`config.mk`:
```
export PLATFORM = sky130hd
export DESIGN_NAME = mem_wb_stage
export DESIGN_NICKNAME = d
export VERILOG_FILES = /design/src/rtl/mem_wb_stage.sv
export SDC_FILE = /design/constraint.sdc
export NUM_CORES = 1
export LEC_CHECK = 0
export CORE_MARGIN = 5
export CORE_UTILIZATION = 40
export CTS_CLUSTER_SIZE = 28
export DETAILED_ROUTE_END_ITERATION = 8
export GPL_ROUTABILITY_DRIVEN = 0
export PLACE_DENSITY = 0.77
export SYNTH_ARGS = -nofsm -noshare
export SYNTH_HDL_FRONTEND = slang
export SYNTH_SLANG_ARGS = --single-unit
```
`constraint.sdc`:
```
create_clock -name clk -period 3.26 [get_ports clk]
set_input_delay 0.978 -clock clk [delete_from_list [all_inputs] [get_ports clk]]
set_output_delay 0.978 -clock clk [all_outputs]
set_load 0.1 [all_outputs]
```
`src/rtl/mem_wb_stage.sv`:
```
// ============================================================================
// mem_wb_stage : Memory/Writeback pipeline registers with a req/ack data bus.
// Revision 1.0 - initial release
// ============================================================================
`default_nettype none

module mem_wb_stage #(
  parameter int MAX_WAIT = 15
) (
  input  logic        clk,
  input  logic        reset,
  input  logic        PCSrcE,
  input  logic        RegWriteE,
  input  logic        MemtoRegE,
  input  logic        MemWriteE,
  input  logic [3:0]  RdE,
  input  logic [31:0] ALUResultE,
  input  logic [31:0] WriteDataE,
  input  logic        dmem_ack,
  input  logic [31:0] dmem_rdata,
  output logic        dmem_req,
  output logic        dmem_we,
  output logic [31:0] dmem_addr,
  output logic [31:0] dmem_wdata,
  output logic        stallM,
  output logic        PCSrcW,
  output logic        RegWriteW,
  output logic [3:0]  RdW,
  output logic [31:0] ResultW,
  output logic        bus_err
);

  localparam logic [1:0] S_IDLE    = 2'd0;
  localparam logic [1:0] S_ACCESS  = 2'd1;
  localparam logic [1:0] S_DONE    = 2'd2;
  localparam logic [7:0] WAIT_LAST = 8'(MAX_WAIT - 1);

  logic [1:0]  state;
  logic [1:0]  state_next;
  logic [7:0]  wait_cnt;
  logic        pcsrc_m;
  logic        regwrite_m;
  logic        memtoreg_m;
  logic        memwrite_m;
  logic [3:0]  rd_m;
  logic [31:0] alu_m;
  logic [31:0] wdata_m;
  logic        memop;
  logic        memop_e;
  logic        timeout;
  logic        load_m;

  assign memop   = memtoreg_m | memwrite_m;
  assign memop_e = MemtoRegE | MemWriteE;
  assign timeout = (wait_cnt == WAIT_LAST);
  assign load_m  = ~stallM;

  always_ff @(posedge clk or negedge reset) begin
    if (!reset) begin
      state <= S_IDLE;
    end else begin
      state <= state_next;
    end
  end

  always_comb begin
    state_next = state;
    case (state)
      S_IDLE:   state_next = memop_e ? S_ACCESS : S_IDLE;
      S_ACCESS: begin
        if (dmem_ack) begin
          state_next = memop_e ? S_ACCESS : S_IDLE;
        end else if (timeout) begin
          state_next = S_DONE;
        end else begin
          state_next = S_ACCESS;
        end
      end
      S_DONE:   state_next = memop_e ? S_ACCESS : S_IDLE;
      default:  state_next = S_IDLE;
    endcase
  end

  always_comb begin
    dmem_req = memop & (state != S_DONE);
    stallM   = dmem_req & ~dmem_ack;
  end

  assign dmem_addr  = alu_m;
  assign dmem_wdata = wdata_m;
  assign dmem_we    = memwrite_m;

  always_ff @(posedge clk or negedge reset) begin
    if (!reset) begin
      wait_cnt <= 8'd0;
    end else if (load_m) begin
      wait_cnt <= 8'd0;
    end else begin
      wait_cnt <= wait_cnt + 8'd1;
    end
  end

  always_ff @(posedge clk or negedge reset) begin
    if (!reset) begin
      pcsrc_m    <= 1'b0;
      regwrite_m <= 1'b0;
      memtoreg_m <= 1'b0;
      memwrite_m <= 1'b0;
      rd_m       <= 4'd0;
      alu_m      <= 32'd0;
      wdata_m    <= 32'd0;
    end else if (load_m) begin
      pcsrc_m    <= PCSrcE;
      regwrite_m <= RegWriteE;
      memtoreg_m <= MemtoRegE;
      memwrite_m <= MemWriteE;
      rd_m       <= RdE;
      alu_m      <= ALUResultE;
      wdata_m    <= WriteDataE;
    end
  end

  // A stalled M slot sends a bubble so the register file never sees a repeat write.
  always_ff @(posedge clk or negedge reset) begin
    if (!reset) begin
      PCSrcW    <= 1'b0;
      RegWriteW <= 1'b0;
      RdW       <= 4'd0;
      ResultW   <= 32'd0;
      bus_err   <= 1'b0;
    end else if (stallM) begin
      PCSrcW    <= 1'b0;
      RegWriteW <= 1'b0;
    end else if (state == S_DONE) begin
      PCSrcW    <= pcsrc_m;
      RegWriteW <= 1'b0;
      RdW       <= rd_m;
      ResultW   <= 32'd0;
      bus_err   <= 1'b1;
    end else begin
      PCSrcW    <= pcsrc_m;
      RegWriteW <= regwrite_m;
      RdW       <= rd_m;
      ResultW   <= memtoreg_m ? dmem_rdata : alu_m;
    end
  end

endmodule

`default_nettype wire

```
# ---- Word-level counts from Yosys, hierarchy flattened
# Index checks and enable logic that the tools add are counted.
dict set report word_totals {
  register_bits 121
  input_bits 107
  output_inout_bits 106
}
dict set report classes {
  addsub 1
  n_eq_ne 4
  mux 10
  bitwise_logic 6
  reduce_logical 3
}
# op count
set ops {}
lappend ops {{2-to-1 mux 32 bit} 2}
lappend ops {{adder 8 x 1 -> 8 bit (second input constant)} 1}
lappend ops {{== test 8 x 4 -> 1 bit (second input constant)} 1}
lappend ops {{2-to-1 mux 8 bit} 1}
lappend ops {{2-to-1 mux 1 bit} 4}
lappend ops {{2-to-1 mux 2 bit} 2}
lappend ops {{one-hot mux 2 bit (2 select lines)} 1}
lappend ops {{bitwise AND 1 bit} 2}
lappend ops {{== test 2 x 1 -> 1 bit (second input constant)} 1}
lappend ops {{== test 2 bit (second input constant)} 1}
lappend ops {{logical NOT 2 bit} 1}
lappend ops {{inequality test 2 bit (second input constant)} 1}
lappend ops {{NOT 1 bit} 2}
lappend ops {{bitwise OR 1 bit} 2}
lappend ops {{AND reduction 2 bit} 1}
lappend ops {{OR reduction 2 bit} 1}

# ---- Depth between registers and ports, before layout
dict set report depth {
  depth_word 5
  mapped_depth 7
  ltp_nobuf 4
}

# ---- Least setup slack after synthesis
# OpenSTA, ideal clock, no wires.
dict set report synth_timing {
  kind {register -> output}
  start {register memwrite_m, in the netlist dmem_we}
  end {output dmem_req}
  t_arrival_ps 2299
  path_slack_ps -17
  stages_incl_launch_ff 3
  cell_sequence {dfrtp_1 nor2_1 nor2_1}
}
dict set report synth_via {
  elab_chain_len 2
}
# element line_no
set synth_lines {}
lappend synth_lines {{start, declared} 44} ;# logic memwrite_m;
lappend synth_lines {{start signal, assigned} 116} ;# memwrite_m <= MemWriteE;
lappend synth_lines {{bitwise OR 1 bit} 53} ;# assign memop = memtoreg_m | memwrite_m;
lappend synth_lines {{bitwise AND 1 bit} 85} ;# dmem_req = memop & (state != S_DONE);
lappend synth_lines {{end, declared} 21} ;# output logic dmem_req,
# No other way between the ends.

# ---- Worst setup path after layout
dict set report layout_timing {
  start {input dmem_ack}
  end {output stallM}
}
dict set report layout_via {
  elab_chain_len 2
}
# element line_no
set layout_lines {}
lappend layout_lines {{start, declared} 19} ;# input logic dmem_ack,
lappend layout_lines {{NOT 1 bit} 86} ;# stallM = dmem_req & ~dmem_ack;
lappend layout_lines {{bitwise AND 1 bit} 86}
lappend layout_lines {{end, declared} 25} ;# output logic stallM,
# No other way between the ends.

==> metrics.txt <==
maximum VDD drop 0.0004610 V; synthesized instance count 356; number of cells on the critical path 4; Max-slew headroom between 50% and 60%; die span in x roughly 120 µm; clock skew 0.006651 ns; cell area power density 803.0 nW/µm²; register area share after synthesis 59.23%; crit-path cells clkdlybuf4s50_1 -> or3_4 -> inv_2 -> buf_12; Hold Crit Class reg2reg; Reg clk slew, reported paths approximately 0.05 ns; TritonCTS clock tree done; dpl ws 0.1136 ns; crit path to stallM; via count 3597; fraction of layout cells with a size suffix above 1 43.13%; antenna violations before repair 0; postcts setup bufs 0; core area 12570 µm²; r2r startpoint state[1]; multi-input logic area 1946 µm²; Hold Vio Cnt, Final 0; cell row count 41; antenna-violating nets left 0; Routed WL approximately 13000 µm; DR vias/cell between 4 and 5; Synthesized Nets 465; routed wire length per instance approximately 17 µm; Max Buffers Root-to-Sink 2; area grow syn2layout 49.34%; ant diodes 0; Worst Path Arrival 2.15 ns; CP startpoint dmem_ack; fin crit share 96.10%; CTS Buf Count 17; fill cell count between 1000 and 1500; placed inst area 7138 µm²; Yosys cell types 26; flops & latches, synth around 120; total gr overflow 0; setup violators final 0; WP buf/inv 3; worst reg2reg setup slack approximately 1.2 ns; I/O pin count 213; Design Area, Final approximately 7600 µm²; number of synthesized flops with an enable pin 0; Worst Setup End Kind output port; Final min period 3.133 ns; RSZ-0062 raised after global routing no; Crit path required time 2.28 ns; Tot GR Track Use 17.60%; max incr delay on CP 0.45 ns; CTS H-tree lvls 4; worst-margin pin slew 0.7089 ns; outcome completed; number of global-route vias before repair 3987; die area 15140 µm²; static leakage 3.471 nW; yosys synthesis warning count 0; Max FO, Critical Path 2; TNS Setup 0 ns; CP Class in2out; Die Y 123.1 µm; CP Launch Type primary input; Syn Std Cell Area just over 5000 µm²; largest net degree at the start of global routing 79; syn_area_per_cell about 14 µm²; DRC errors left 0; CP max stage cell clkdlybuf4s50_1; 1st-iter DRT viols 160; Primary FF master, synth dfrtp_1; Slew Limit Fails 0; Synth async-reset ratio 100.0%; detailed placement HPWL ~9400 µm; Fmax 319.2 MHz; Worst-Skew Late Latency 0.40 ns; Reg area 3029 µm²; cells on worst reg2reg path 5; CTS Hold Bufs 0; Crit path max-delay family buffers and inverters; first-pass detailed-route iteration total 4; post-route setup slack 0.1270 ns; root buffer cell clkbuf_16; Max Cap Viol 0; first-pass GRT wire length 20260 µm; post_cts resized 0; Port Buffers 212; reg-to-reg endpoint dmem_we; Initial Util 40.68%; clock sink total 121; nets 681
==> worst min-delay path by stage <==
| stage | startpoint | endpoint | cells after the start |
|---|---|---|---|
| global route | bus_err | bus_err | 1 |
| detailed placement | bus_err | bus_err | 1 |
| CTS | bus_err | bus_err | 1 |
| finish | pcsrc_m | PCSrcW | 1 |
| floorplan | state[1] | state[1] | 1 |
| global placement | state[1] | state[1] | 1 |
==> metal layers <==
metal	part of all wire, %	vias up	global-route usage, %
met5	0	-	0
li1	-	1676	-
met1	39	1749	19.98
met3	11	16	8.097
met2	49	156	29.31
met4	1.3	0	6.228
==> Yosys cell counts, types with 3 or more instances <==
cell type / number / share of area [%]
buf_4: 4 / 0.59
a21oi_1: 3 / 0.29
mux2_2: 97 / 21
nand3_1: 4 / 0.39
nor2_1: 41 / 3.0
o21ai_0: 3 / 0.29
buf_6: 5 / 1.1
dfrtp_1: 121 / 59
clkbuf_1: 3 / 0.22
buf_2: 9 / 0.88
mux2i_1: 32 / 6.3
mux2_4: 11 / 3.2
or3_1: 4 / 0.49
==> area by class of cell <==
class / instances / area share (%)
flip-flops and latches: 121 / 39.68
multi-input cells: 211 / 25.48
repair buffers: 218 / 25.37
clock buffers: 24 / 6.178
well taps: 172 / 2.819
clock inverters: 5 / 0.3278
inverters: 3 / 0.1475
==> through the flow <==
stage	utilization (%)	total power, mW	hold slack, ns	instances
2_1_floorplan	-	3.922	0.4166	356
3_3_place_gp	56.79	4.561	0.4392	725
3_5_place_dp	56.79	4.598	0.4631	725
4_1_cts	60.75	6.206	0.4845	754
5_1_grt	60.75	6.366	0.5107	754
6_report	60.75	6.131	0.4765	754
==> cells in the final DEF (no fill, tap or decap) <==
| cell type | n |
|---|---|
| xnor2_1 | 1 |
| xor2_1 | 2 |
| nor2b_4 | 1 |
| clkbuf_16 | 17 |
| dfrtp_2 | 1 |
| or3_4 | 1 |
| buf_12 | 3 |
| nand4_1 | 2 |
| and2_1 | 1 |
| nor2_2 | 1 |
| clkbuf_8 | 2 |
| a21oi_1 | 3 |
| inv_1 | 2 |
| or2_2 | 1 |
| o21ai_0 | 3 |
| nor2b_1 | 1 |
| clkinv_2 | 5 |
| dfrtp_1 | 120 |
| mux2_4 | 11 |
| nor4bb_1 | 1 |
| buf_4 | 110 |
| inv_2 | 1 |
| nand3_1 | 4 |
| or3_1 | 3 |
| nand2_1 | 2 |
| nor2_1 | 40 |
| nor3b_1 | 1 |
| mux2_2 | 97 |
| clkdlybuf4s50_1 | 105 |
| o311a_1 | 1 |
| clkbuf_1 | 5 |
| ha_1 | 2 |
| mux2i_1 | 32 |
==> worst register-to-register path, stage by stage (launching register included) <==
cell     delay [ns]
dfrtp_1        0.40
nor2b_4        0.14
or3_4          0.41
inv_2          0.11
buf_4          0.45
mux2_2         0.43
==> cell families after synthesis <==
group,Yosys count,share of synthesized area [%]
muxes,140,30.86
xor gates and xnor gates,3,0.5140
DFF,121,59.23
and+or+nand+nor,59,5.115
AOI/OAI and AO/OA,7,0.7830
adders and majority gates,2,0.4894
buffers and inverters,24,3.010
==> power by group <==
| group | internal, mW | switching, mW | leakage [nW] |
|---|---|---|---|
| combinational | 0.674 | 2.00 | 1.79 |
| sequential | 1.74 | 0.142 | 1.43 |
| clock | 0.988 | 0.590 | 0.249 |
==> flip-flops by register name, indices dropped and copies added (netlist names) <==
name,flops
RegWriteW,1
ResultW,32
PCSrcW,1
rd_m,4
dmem_wdata,32
wait_cnt,8
dmem_addr,32
bus_err,1
pcsrc_m,1
memtoreg_m,1
RdW,4
regwrite_m,1
dmem_we,1
state,2
(Power assumes the default switching activity.)
